==> config.mk <==
export PLATFORM = sky130hd
export DESIGN_NAME = lane_judge
export DESIGN_NICKNAME = d
export VERILOG_FILES = /design/src/rtl/lane_judge.sv
export SDC_FILE = /design/constraint.sdc
export NUM_CORES = 1
export LEC_CHECK = 0
export ABC_CLOCK_PERIOD_IN_PS = 9900
export BUFFER_PORTS_ARGS = -buffer_cell sky130_fd_sc_hd__buf_4
export CAP_MARGIN = 10
export CORE_ASPECT_RATIO = 0.9
export CORE_MARGIN = 2
export CORE_UTILIZATION = 56
export DETAILED_ROUTE_END_ITERATION = 12
export MAX_ROUTING_LAYER = met4
export PLACE_DENSITY = 0.86
export SYNTH_ARGS = -nofsm -noshare
export SYNTH_HDL_FRONTEND = slang
export SYNTH_SLANG_ARGS = --single-unit
==> constraint.sdc <==
create_clock -name Clk -period 9.9 [get_ports Clk]
set_clock_uncertainty 0.15 [all_clocks]
set_input_delay 1.98 -clock Clk [delete_from_list [all_inputs] [get_ports Clk]]
set_output_delay 1.98 -clock Clk [all_outputs]
set_load 0.005 [all_outputs]
==> src/rtl/lane_judge.sv <==
// lane_judge: multi-player, multi-lane hit judge.
//   Grades key presses against the pending note in each lane. A note is
//   hittable while its age in frame ticks is 0..WINDOW-1. The block keeps
//   a saturating score, a combo count and a score multiplier per player.
// Ports:
//   Clk, Reset_n    system clock, asynchronous active-low reset
//   clear           synchronous clear of all state, same effect as reset
//   frame_tick      one-cycle strobe per video frame
//   note_in         note arrivals per lane, sampled only on frame_tick
//   keys            level key state, bit p*N_LANES+l
//   score/combo/mult  per-player totals, player p at slice p
//   hit_perfect/hit_good/miss/bad_press  one-cycle strobes per (player, lane)
module lane_judge #(
   parameter int N_LANES   = 4,
   parameter int N_PLAYERS = 2,
   parameter int WINDOW    = 8,
   parameter int PERF_WIN  = 2,
   parameter int BASE_PTS  = 5,
   parameter int SCORE_W   = 16,
   parameter int COMBO_W   = 10,
   parameter int MULT_STEP = 10,
   parameter int MULT_MAX  = 4
) (
   input  logic                           Clk,
   input  logic                           Reset_n,
   input  logic                           clear,
   input  logic                           frame_tick,
   input  logic [N_LANES-1:0]             note_in,
   input  logic [N_PLAYERS*N_LANES-1:0]   keys,
   output logic [N_PLAYERS*SCORE_W-1:0]   score,
   output logic [N_PLAYERS*COMBO_W-1:0]   combo,
   output logic [N_PLAYERS*3-1:0]         mult,
   output logic [N_PLAYERS*N_LANES-1:0]   hit_perfect,
   output logic [N_PLAYERS*N_LANES-1:0]   hit_good,
   output logic [N_PLAYERS*N_LANES-1:0]   miss,
   output logic [N_PLAYERS*N_LANES-1:0]   bad_press
);

   localparam int NK     = N_PLAYERS * N_LANES;
   localparam int AGE_W  = $clog2(WINDOW);
   localparam int ACC_W  = SCORE_W + 16;
   localparam int STEP_W = $clog2(MULT_STEP + N_LANES + 1);
   localparam int HIT_W  = $clog2(N_LANES + 1);

   localparam logic [AGE_W-1:0] AGE_LAST = AGE_W'(WINDOW - 1);
   localparam logic [AGE_W:0]   PERF_LIM = (AGE_W + 1)'(PERF_WIN);
   localparam logic [N_PLAYERS*3-1:0] MULT_INIT = {N_PLAYERS{3'd1}};

   logic [NK-1:0]                     key_q, pend_q, pend_d, edge_v;
   logic [NK-1:0][AGE_W-1:0]          age_q, age_d;
   logic [N_PLAYERS-1:0][STEP_W-1:0]  step_q, step_d;
   logic [N_PLAYERS*SCORE_W-1:0]      score_d;
   logic [N_PLAYERS*COMBO_W-1:0]      combo_d;
   logic [N_PLAYERS*3-1:0]            mult_d;
   logic [NK-1:0]                     perf_d, good_d, miss_d, bad_d;

   logic                arrive, pend_v, fault;
   logic [AGE_W-1:0]    age_v;
   logic [ACC_W-1:0]    pts, sum_v;
   logic [HIT_W-1:0]    hits;
   logic [COMBO_W:0]    combo_v;
   logic [STEP_W-1:0]   step_v;
   logic [2:0]          mult_p, mult_v;

   assign edge_v = keys & ~key_q;

   always_comb begin
      pend_d  = pend_q;
      age_d   = age_q;
      step_d  = step_q;
      score_d = score;
      combo_d = combo;
      mult_d  = mult;
      perf_d  = '0;
      good_d  = '0;
      miss_d  = '0;
      bad_d   = '0;
      arrive  = 1'b0;
      pend_v  = 1'b0;
      fault   = 1'b0;
      age_v   = '0;
      pts     = '0;
      sum_v   = '0;
      hits    = '0;
      combo_v = '0;
      step_v  = '0;
      mult_p  = 3'd1;
      mult_v  = 3'd1;
      for (int p = 0; p < N_PLAYERS; p++) begin
         pts    = '0;
         hits   = '0;
         mult_p = mult[p*3 +: 3];
         for (int l = 0; l < N_LANES; l++) begin
            arrive = frame_tick & note_in[l];
            pend_v = pend_q[p*N_LANES+l];
            age_v  = age_q[p*N_LANES+l];
            // A new note always displaces the old one; a same-cycle key
            // edge is then judged against the fresh note at age 0.
            if (arrive) begin
               miss_d[p*N_LANES+l] = pend_v;
               pend_v = 1'b1;
               age_v  = '0;
            end
            if (edge_v[p*N_LANES+l] && pend_v) begin
               if ({1'b0, age_v} < PERF_LIM) begin
                  perf_d[p*N_LANES+l] = 1'b1;
                  pts = pts + ACC_W'(2 * BASE_PTS) * ACC_W'(mult_p);
               end else begin
                  good_d[p*N_LANES+l] = 1'b1;
                  pts = pts + ACC_W'(BASE_PTS) * ACC_W'(mult_p);
               end
               hits   = hits + HIT_W'(1);
               pend_v = 1'b0;
               age_v  = '0;
            end else if (edge_v[p*N_LANES+l]) begin
               bad_d[p*N_LANES+l] = 1'b1;
            end else if (frame_tick && pend_v && !arrive) begin
               if (age_v == AGE_LAST) begin
                  miss_d[p*N_LANES+l] = 1'b1;
                  pend_v = 1'b0;
                  age_v  = '0;
               end else begin
                  age_v = age_v + AGE_W'(1);
               end
            end
            pend_d[p*N_LANES+l] = pend_v;
            age_d[p*N_LANES+l]  = age_v;
         end

         sum_v = ACC_W'(score[p*SCORE_W +: SCORE_W]) + pts;
         if (|sum_v[ACC_W-1:SCORE_W])
            score_d[p*SCORE_W +: SCORE_W] = '1;
         else
            score_d[p*SCORE_W +: SCORE_W] = sum_v[SCORE_W-1:0];

         fault = |(miss_d[p*N_LANES +: N_LANES] | bad_d[p*N_LANES +: N_LANES]);
         if (fault) begin
            combo_d[p*COMBO_W +: COMBO_W] = '0;
            step_d[p] = '0;
            mult_d[p*3 +: 3] = 3'd1;
         end else begin
            combo_v = {1'b0, combo[p*COMBO_W +: COMBO_W]} + (COMBO_W + 1)'(hits);
            combo_d[p*COMBO_W +: COMBO_W] = combo_v[COMBO_W] ? '1 : combo_v[COMBO_W-1:0];
            // At most N_LANES multiplier steps can be crossed in one cycle.
            step_v = step_q[p] + STEP_W'(hits);
            mult_v = mult_p;
            for (int i = 0; i < N_LANES; i++) begin
               if (step_v >= STEP_W'(MULT_STEP)) begin
                  step_v = step_v - STEP_W'(MULT_STEP);
                  if (mult_v < 3'(MULT_MAX))
                     mult_v = mult_v + 3'd1;
               end
            end
            step_d[p] = step_v;
            mult_d[p*3 +: 3] = mult_v;
         end
      end
   end

   always_ff @(posedge Clk or negedge Reset_n) begin
      if (!Reset_n) begin
         key_q       <= '0;
         pend_q      <= '0;
         age_q       <= '0;
         step_q      <= '0;
         score       <= '0;
         combo       <= '0;
         mult        <= MULT_INIT;
         hit_perfect <= '0;
         hit_good    <= '0;
         miss        <= '0;
         bad_press   <= '0;
      end else if (clear) begin
         key_q       <= '0;
         pend_q      <= '0;
         age_q       <= '0;
         step_q      <= '0;
         score       <= '0;
         combo       <= '0;
         mult        <= MULT_INIT;
         hit_perfect <= '0;
         hit_good    <= '0;
         miss        <= '0;
         bad_press   <= '0;
      end else begin
         key_q       <= keys;
         pend_q      <= pend_d;
         age_q       <= age_d;
         step_q      <= step_d;
         score       <= score_d;
         combo       <= combo_d;
         mult        <= mult_d;
         hit_perfect <= perf_d;
         hit_good    <= good_d;
         miss        <= miss_d;
         bad_press   <= bad_d;
      end
   end

endmodule

# Yosys cells after proc, flatten, opt, wreduce, memory -nomap -nowiden
# Index checks and enable logic that the tools add are counted.
# Widths: inputs -> output; s select.
# word_totals
latch_bits,0
regBits,138
inputBits,16
n_memories,0
word_cells,392
out_inout_bits,90
rom_bits,0
ramBits,0
# op_classes
mux,249
add_sub_neg,48
n_bitwise,8
order_cmp,24
n_eq_ne,8
reduce_logical,32
n_div,0
n_mul,4
n_shift,0
# op_table
operator,count
$mux 32,13
$mux 3,70
$add 32x6->32,6
$add 32x7->32,6
$mux 1,130
$add 3x1->3 const B,22
$add 16x32->32,2
$mux 4,16
$mux 8,7
$mux 10,4
$ge 4x4->1 const B,8
$mux 16,2
$reduce_or 16->1,2
$sub 4x4->4 const B,8
$mux 7,4
$eq 3x3->1 const B,8
$logic_and 1x1->1,24
$lt 3x2->1 const B,8
$lt 3x3->1 const B,8
$mul 3x3->6 const A,4
$mux 24,1
$add 10x3->11,2
$mux 20,1
$add 4x3->4,2
other kinds (7),15

# Logic depth before layout (Yosys ltp)
# Gate-level depths: netlist of the first run.
# depth
word_depth,27
ltp_mapped,40
depth_no_buf,38

# Worst setup path after synthesis of the first run
# No wires, ideal clock.
# synth_timing
path_kind,input port to flip-flop
from,input port keys[0]
to,register score[11]
t_arrival_ps,8533
path_slack_ps,1113
stages,38
t_required_ps,9646
setup_ps,104
n_path_buf,3
cell_sequence,nor2b_1 -> nand2_1 -> buf_6 -> inv_4 -> clkbuf_1 -> and3_1 -> ha_1 -> ha_1 -> or3_1 -> o21ai_0 -> a221oi_1 -> o22ai_1 -> nor3_1 -> a21oi_1 -> o22ai_1 -> ha_1 -> a21o_1 -> xor2_1 -> [... 2 more ...] -> or2_2 -> ha_1 -> nor2b_1 -> o21ai_0 -> nand2b_1 -> a21o_1 -> a21oi_1 -> nor2_1 -> a21oi_1 -> xor2_1 -> ha_1 -> nand2_1 -> o21ai_0 -> nand2_1 -> a21oi_1 -> nand2_1 -> clkbuf_1 -> a221oi_1
# synth_via
elab_chain_cells,16
elab_cells_between_ends,19
classes_between,add/sub: 7; mux: 9; bitwise: 1; reduce/logical: 2
# synth_rtl
element,line,text
from (decl),29,"input logic [N_PLAYERS*N_LANES-1:0] keys,"
$and 8x8->8 *,65,assign edge_v = keys & ~key_q;
$logic_and 1x1->1 *,104,if (edge_v[p*N_LANES+l] && pend_v) begin
$mux 7 *,104,
$add 32x6->32 or $add 32x7->32 (tied branches),"110, 107",
$mux 32,105,"if ({1'b0, age_v} < PERF_LIM) begin"
$mux 32 *,104,
$add 32x6->32 or $add 32x7->32 (tied branches),"110, 107",
$mux 32,105,
$mux 32 *,104,
$add 32x6->32 or $add 32x7->32 (tied branches),"110, 107",
$mux 32,105,
$mux 32 *,104,
$add 16x32->32 *,130,sum_v = ACC_W'(score[p*SCORE_W +: SCORE_W]) + pts;
$reduce_or 16->1,131,if (|sum_v[ACC_W-1:SCORE_W])
$mux 16 *,131,
$mux 32 *,173,end else if (clear) begin
to (signal assigned),190,score <= score_d;
to (decl),30,"output logic [N_PLAYERS*SCORE_W-1:0] score,"
# Mark *: on every way between the ends. The rest lies on a longest branch, timed or not.

# Worst setup path after layout of the first run
# layout_timing
from,input port frame_tick
to,register score[13]
# layout_via
elab_chain_cells,18
elab_cells_between_ends,38
classes_between,add/sub: 7; order compare: 4; mux: 18; bitwise: 4; reduce/logical: 5
# layout_rtl
element,line,text
from (decl),27,"input logic frame_tick,"
$and 1x1->1,94,arrive = frame_tick & note_in[l];
$mux 3,99,if (arrive) begin
$lt 3x2->1,105,
$mux 7,105,
$mux 7,104,
$add 32x6->32 or $add 32x7->32 (tied branches),"110, 107",
$mux 32,105,
$mux 32,104,
[... 2 more ...],-,
$mux 32,104,
$add 32x6->32 or $add 32x7->32 (tied branches),"110, 107",
$mux 32,105,
$mux 32 *,104,
$add 16x32->32 *,130,
$reduce_or 16->1,131,
$mux 16 *,131,
$mux 32 *,173,
# Marked as above.

==> impl_metrics.py, run 1 <==
metrics = {
    "run_status": {
        "status": "finished clean",
    },
    "yosys": {
        "synthCells": 1619,
        "synth-async-reset-ratio": 1.00,
        "ys_top_cells_by_area": "dfrtp_1 (25%), ha_1 (13%), a21oi_1 (6.2%), nor2_1 (4.3%), xnor2_1 (4.2%)",
        "netlist-cell-type-count": 98,
        "ys_ff_latch": 138,
        "synthesis.nets": 1790,
        "seq_area_frac_synth": 0.258,
        "yosys.area.top_type": "dfrtp_1",
        "synth-edff-count": 0,
        "synth_top_cell_area_share": 0.254,
        "yosys_warnings": 0,
        "netlist_area_mm2": 0.0134,
        "postSynthAreaPerCell_um2": 8.28,
        "yosys_most_used_dff": "dfrtp_1",
    },
    "global_route": {
        "grt_usage": 0.286,
        "grt_max_degree": 82,
        "overflow": 0,
        "grt_pass1_wl_mm": 57.7,
        "grt_pass1_vias": 11700,
        "antenna_found_initial": 1,
    },
    "clocking": {
        "path_clk_slew_ns": 0.07,
        "cts_inserted_buffers": 17,
        "clock_latency_ns": 0.45,
        "cts_sinks": 138,
        "cts-root-buf": "clkbuf_16",
        "cts_tree": "yes",
        "postCtsHoldBufs": 0,
        "htree_levels": 4,
        "clock_path_buffers": 2,
    },
    "flow_run": {
        "maxCapViolCount": 0,
    },
    "place": {
        "dpl.hpwl_mm": 25.4,
        "place_area_mm2": 0.0144,
        "pre_cts_ws_ns": 0.309,
        "port_buffers": 105,
        "gp_congestion": 0.922,
        "dp_cells": 1967,
    },
    "cells_and_area": {
        "nets": 1857,
        "largestRegisters": "score: 32 flops, age_q: 24 flops, combo: 20 flops",
        "regMostFlops": "score",
        "mostFrequentLayoutCells": "a21oi_1 (164), nor2_1 (153), ha_1 (141)",
        "layoutNonFillerInstCount": 2002,
        "layout_commonest_cell": "a21oi_1",
        "largest_register_ffs": 32,
        "final_cell_area_mm2": 0.0150,
        "area_delta_synth_final_pct": 11.7,
        "final_util": 0.639,
        "drive_gt1_frac": 0.128,
    },
    "worst_setup_path": {
        "crit_buf_inv": 3,
        "critPathMostFrequentCell": "a21oi_1",
        "cpMaxStageDelayCell": "o22ai_1",
        "cp-start-kind": "input pin",
        "worstSetupPathType": "in2reg",
        "slowest_delay_ns": 0.44,
        "required_ns": 10.13,
        "worst_ep_arrival_time_ns": 9.40,
        "crit_fanout": 31,
        "endpoint_kind": "flip-flop",
        "crit_family": "compound AO/OA/AOI/OAI gates",
    },
    "detailed_routing": {
        "drc": 0,
        "route.vias.total": 12400,
        "drt-initial-drc-count": 1517,
        "post_drt_via_cell_ratio": 6.21,
        "wl_mm": 34.8,
        "postRouteAntennaNets": 0,
        "drtPass1Iterations": 7,
        "routedWlPerCell_um": 17.4,
    },
    "die": {
        "die-width_um": 167,
        "dieArea_mm2": 0.0252,
        "die_h_um": 151,
        "rows": 53,
        "io_pins": 106,
        "initial_utilization": 0.573,
        "core_area_mm2": 0.0234,
    },
    "power": {
        "power.total_mw": 1.53,
        "p_leak_nw": 6.98,
        "power_density_mw_per_mm2": 102,
        "ir_drop_v": 0.0000960,
    },
    "hold_path": {
        "min_path_type": "reg2reg",
    },
    "timing": {
        "rsz0062_at_grt": "false",
        "fin_ws_ns": 0.733,
        "maxSlewViolCount": 0,
        "period_minus_slack_ns": 9.17,
        "hold_slack_ns": 0.403,
        "hold_violations": 0,
        "fmax_mhz": 109,
        "relSlewSlack": 0.396,
        "finalCritPeriodShare": 0.926,
        "worst_pin_slew_ns": 0.905,
        "fin_tns_setup_ns": 0,
        "finalSetupViolCount": 0,
    },
}
==> worst register-to-register path, delay by kind of cell, from the launching register on <==
family | cells | cell delay (ns)
compound gates | 13 | 2.82
fa+ha+maj | 4 | 1.66
simple gates | 9 | 1.32
flops | 1 | 0.84
buf+inv | 3 | 0.76
xor+xnor | 3 | 0.49
==> cells in the mapped netlist (14+ instances only) <==
master and n:
nor2_1 153, a21o_1 27, mux2_2 15, xor2_1 29
o21ai_0 73, mux2i_1 32, ha_1 141, clkbuf_1 59
nand2_1 109, and2_1 35, fa_1 14, nor2b_1 49
o21bai_1 21, o211ai_1 14, a21oi_1 165, xnor2_1 64
and3_1 15, nand2b_1 19, a211oi_1 18, dfrtp_1 136
inv_1 91, o22ai_1 15, nand3_1 32, nor3_1 69
==> timing repair <==
| action | 4_1_cts | 5_1_grt |
|---|---|---|
| resized for setup | 0 | 1 |
| setup endpoints to repair | 0 | 10 |
| setup buffers | 0 | 2 |
==> cell type report <==
class | count | area [µm²]
antenna | 1 | 2.50
clock buffer | 17 | 425
clock inverter | 15 | 156
fill | 1870 | 8440
inverter | 97 | 367
multi-input combinational | 1304 | 9220
sequential | 138 | 3460
tap | 302 | 378
timing repair buffer | 128 | 965
==> cell families after synthesis <==
logic type / count (synthesis) / synth area share
buffers and inverters: 177 / 0.0546
and+or+nand+nor: 533 / 0.195
adders and majority gates: 155 / 0.153
AOI/OAI and AO/OA: 472 / 0.238
DFF: 138 / 0.258
muxes: 49 / 0.0382
xor gates and xnor gates: 95 / 0.0632
==> path summary, 6_finish.rpt <==
path / from / cells past startpoint / endpoint / slack, ns
setup / recovery: frame_tick / 38 / score[13]$_DFF_PN0_ / 0.73
hold / removal: pend_q[3]$_DFF_PN0_ / 1 / bad_press[3]$_DFF_PN0_ / 0.40
setup reg to reg: mult[0]$_DFF_PN1_ / 32 / score[13]$_DFF_PN0_ / 1.80
hold reg to reg: pend_q[3]$_DFF_PN0_ / 1 / bad_press[3]$_DFF_PN0_ / 0.40
max in group asynchronous: Reset_n / 2 / hit_good[2]$_DFF_PN0_ / 6.85
min in group asynchronous: Reset_n / 1 / mult[5]$_DFF_PN0_ / 1.39
==> per-layer routing <==
layer | vias to the layer above | track usage | wire length, µm
met5 | - | - | 0
met4 | 0 | 0.0853 | 682
met3 | 60 | 0.0583 | 3070
met2 | 528 | 0.427 | 15100
met1 | 5898 | 0.395 | 16000
li1 | 5945 | - | -
==> report_power, final <==
| group | internal [mW] | switching [mW] | leakage, nW |
|---|---|---|---|
| Clock | 0.335 | 0.303 | 0.278 |
| Combinational | 0.117 | 0.178 | 4.81 |
| Sequential | 0.582 | 0.0137 | 1.89 |
| Total | 1.03 | 0.496 | 6.98 |
No activity file was read; power rests on OpenSTA's default activity.
==> run 2: changes to the inputs <==
- BUFFER_PORTS_ARGS: -buffer_cell sky130_fd_sc_hd__buf_4 -> not set
- DONT_BUFFER_PORTS: not set -> 1
- PLACE_DENSITY: 0.86 -> 0.82
==> run 2 against run 1 <==
  * Fmax increased by 0.96%
  * Utilization fell by 3.6 points
  * Global-route usage is 0.99 points lower
  * Die area unchanged
  * Design area is 5.6% lower
  * Final cell count fell by 5.6%
  * Critical path type unchanged
  * Worst hold slack worse by 0.022 ns
  * Total power down 2.1%
  * Sequential share of layout area increased by 1.4 points
  * First-iteration DRC count fell by 19%
  * Via count down 4.4%
  * Count of clock-buffer cells in the layout stayed put
==> impl_metrics.py, run 2 (synthesis gave the netlist of run 1 again) <==
metrics = {
    "place": {
        "dp_cells": 1857,
        "dpl.hpwl_mm": 24.4,
        "place_area_mm2": 0.0135,
        "gp_congestion": 0.906,
        "port_buffers": 0,
    },
    "timing": {
        "worst_pin_slew_ns": 1.07,
        "finalCritPeriodShare": 0.917,
        "hold_violations": 0,
        "fin_tns_setup_ns": 0,
        "fmax_mhz": 110,
        "period_minus_slack_ns": 9.08,
        "finalSetupViolCount": 0,
        "maxSlewViolCount": 0,
        "relSlewSlack": 0.285,
        "rsz0062_at_grt": "false",
    },
    "detailed_routing": {
        "route.vias.total": 11900,
        "routedWlPerCell_um": 17.8,
        "drtPass1Iterations": 6,
        "routed-wl-met2_mm": 14.4,
        "highest_layer": "met4",
        "drc": 0,
        "drt-initial-drc-count": 1232,
        "post_drt_via_cell_ratio": 6.29,
        "met3_length_mm": 2.91,
        "wl_met1_mm": 15.6,
        "wl_mm": 33.5,
        "postRouteAntennaNets": 0,
    },
    "die": {
        "io_pins": 106,
        "rows": 53,
        "initial_utilization": 0.573,
        "die-width_um": 167,
        "dieArea_mm2": 0.0252,
        "core_area_mm2": 0.0234,
        "die_h_um": 151,
    },
    "global_route": {
        "grt_usage": 0.276,
        "grt_pass1_vias": 11100,
        "overflow": 0,
        "grt_pass1_wl_mm": 55.5,
        "grt_max_degree": 139,
        "antenna_found_initial": 0,
    },
    "clocking": {
        "cts_sinks": 138,
        "cts_tree": "yes",
        "cts-root-buf": "clkbuf_16",
        "post-cts-setup-buffers": 0,
        "path_clk_slew_ns": 0.08,
        "clock_latency_ns": 0.44,
        "clock_path_buffers": 2,
        "cts_inserted_buffers": 17,
        "htree_levels": 4,
    },
    "worst_setup_path": {
        "cpMaxStageDelayCell": "a21oi_1",
        "required_ns": 10.10,
        "endpoint_kind": "flip-flop",
        "slowest_delay_ns": 0.44,
        "crit_buf_inv": 2,
        "worst_ep_arrival_time_ns": 9.28,
        "worstSetupPathType": "in2reg",
        "crit_fanout": 31,
        "crit_family": "compound AO/OA/AOI/OAI gates",
        "cp-start-kind": "input pin",
        "critPathMostFrequentCell": "a21oi_1",
    },
    "power": {
        "p_clk_frac": 0.437,
        "swShare": 0.319,
        "p_leak_nw": 6.41,
        "combPwrFrac": 0.162,
        "p_int_mw": 1.02,
        "power_density_mw_per_mm2": 106,
        "p_seq_frac": 0.401,
        "ir_drop_v": 0.000111,
        "power.switching_mw": 0.478,
    },
    "cells_and_area": {
        "mostFrequentLayoutCells": "a21oi_1 (165), nor2_1 (153), ha_1 (141)",
        "largest_register_ffs": 32,
        "layoutNonFillerInstCount": 1889,
        "drive_gt1_frac": 0.0662,
        "final_util": 0.604,
        "nets": 1745,
        "area_delta_synth_final_pct": 5.44,
        "largestRegisters": "score: 32 flops, age_q: 24 flops, combo: 20 flops",
        "n_antenna_cell": 0,
        "final_cell_area_mm2": 0.0141,
        "nFillCells": 1992,
        "layout_commonest_cell": "a21oi_1",
        "regMostFlops": "score",
    },
    "flow_run": {
        "maxCapViolCount": 0,
    },
    "hold_path": {
        "min_path_type": "reg2reg",
    },
    "run_status": {
        "status": "finished clean",
    },
}
[run 2: changes by cell type in the layout (fill, tap and decap cells not counted), sizes merged]
cell,before,now
inv,102,106
buf,128,16
diode,1,0
clkinvlp,2,0
clkinv,8,6
[run 2: final timing paths]
kind                       cells after the start                     end  slack (ns)                start
max                                           37     score[29]$_DFF_PN0_        0.82           frame_tick
min                                            1  bad_press[3]$_DFF_PN0_        0.38  pend_q[3]$_DFF_PN0_
max reg2reg                                   37     score[29]$_DFF_PN0_        1.88  age_q[14]$_DFF_PN0_
min reg2reg                                    1  bad_press[3]$_DFF_PN0_        0.38  pend_q[3]$_DFF_PN0_
max in group asynchronous                      0       mult[0]$_DFF_PN1_        8.25              Reset_n
min in group asynchronous                      0     step_q[4]$_DFF_PN0_        1.09              Reset_n
[run 2: layout make-up]
| type | count | area [µm²] | share of cell area |
|---|---|---|---|
| multi-input cells | 1304 | 9220 | 0.652 |
| clock inverters | 15 | 169 | 0.0120 |
| flip-flops and latches | 138 | 3460 | 0.245 |
| well taps | 302 | 378 | 0.0267 |
| clock buffers | 17 | 425 | 0.0301 |
| repair buffers | 16 | 120 | 0.00850 |
| inverters | 97 | 367 | 0.0259 |
[run 2: power groups by stage]
stage / sequential [mW] / clock, mW / combinational (mW)
final: 0.600 / 0.654 / 0.242
after global routing: 0.603 / 0.689 / 0.271
after CTS: 0.600 / 0.666 / 0.238
after detailed placement: 0.611 / 0 / 0.236
after global placement: 0.611 / 0 / 0.225
after floorplan: 0.605 / 0 / 0.196
[run 2: what timing repair did]
action | in CTS | in global routing
setup endpoints to repair | 0 | 1
hold buffers | 0 | 0
resized for setup | 0 | 1
[run 2: metrics by stage]
| stage | worst slack (ns) | power, mW | hold slack, ns |
|---|---|---|---|
| 2_1_floorplan | 1.11 | 0.801 | 0.319 |
| 5_1_grt | 0.0192 | 1.56 | 0.409 |
| 3_3_place_gp | 0.783 | 0.835 | 0.377 |
| 4_1_cts | 0.777 | 1.50 | 0.386 |
| 3_5_place_dp | 0.376 | 0.847 | 0.380 |
| 6_report | 0.821 | 1.50 | 0.381 |
[run 2: metal layers]
| layer | up-vias | GRT usage |
|---|---|---|
| met4 | 0 | 0.0763 |
| met5 | - | - |
| met1 | 5653 | 0.385 |
| met3 | 46 | 0.0609 |
| met2 | 456 | 0.408 |
| li1 | 5732 | - |
[run 2: worst register-to-register path: cells and delay by family, from the launching register on]
kind                     cells  cell delay (ns)
AO/OA/AOI/OAI               13             2.99
adder cells (fa/ha/maj)      5             1.57
buffers and inverters        2             0.32
flip-flops                   1             0.45
multiplexers                 2             0.37
AND/OR/NAND/NOR             15             2.08
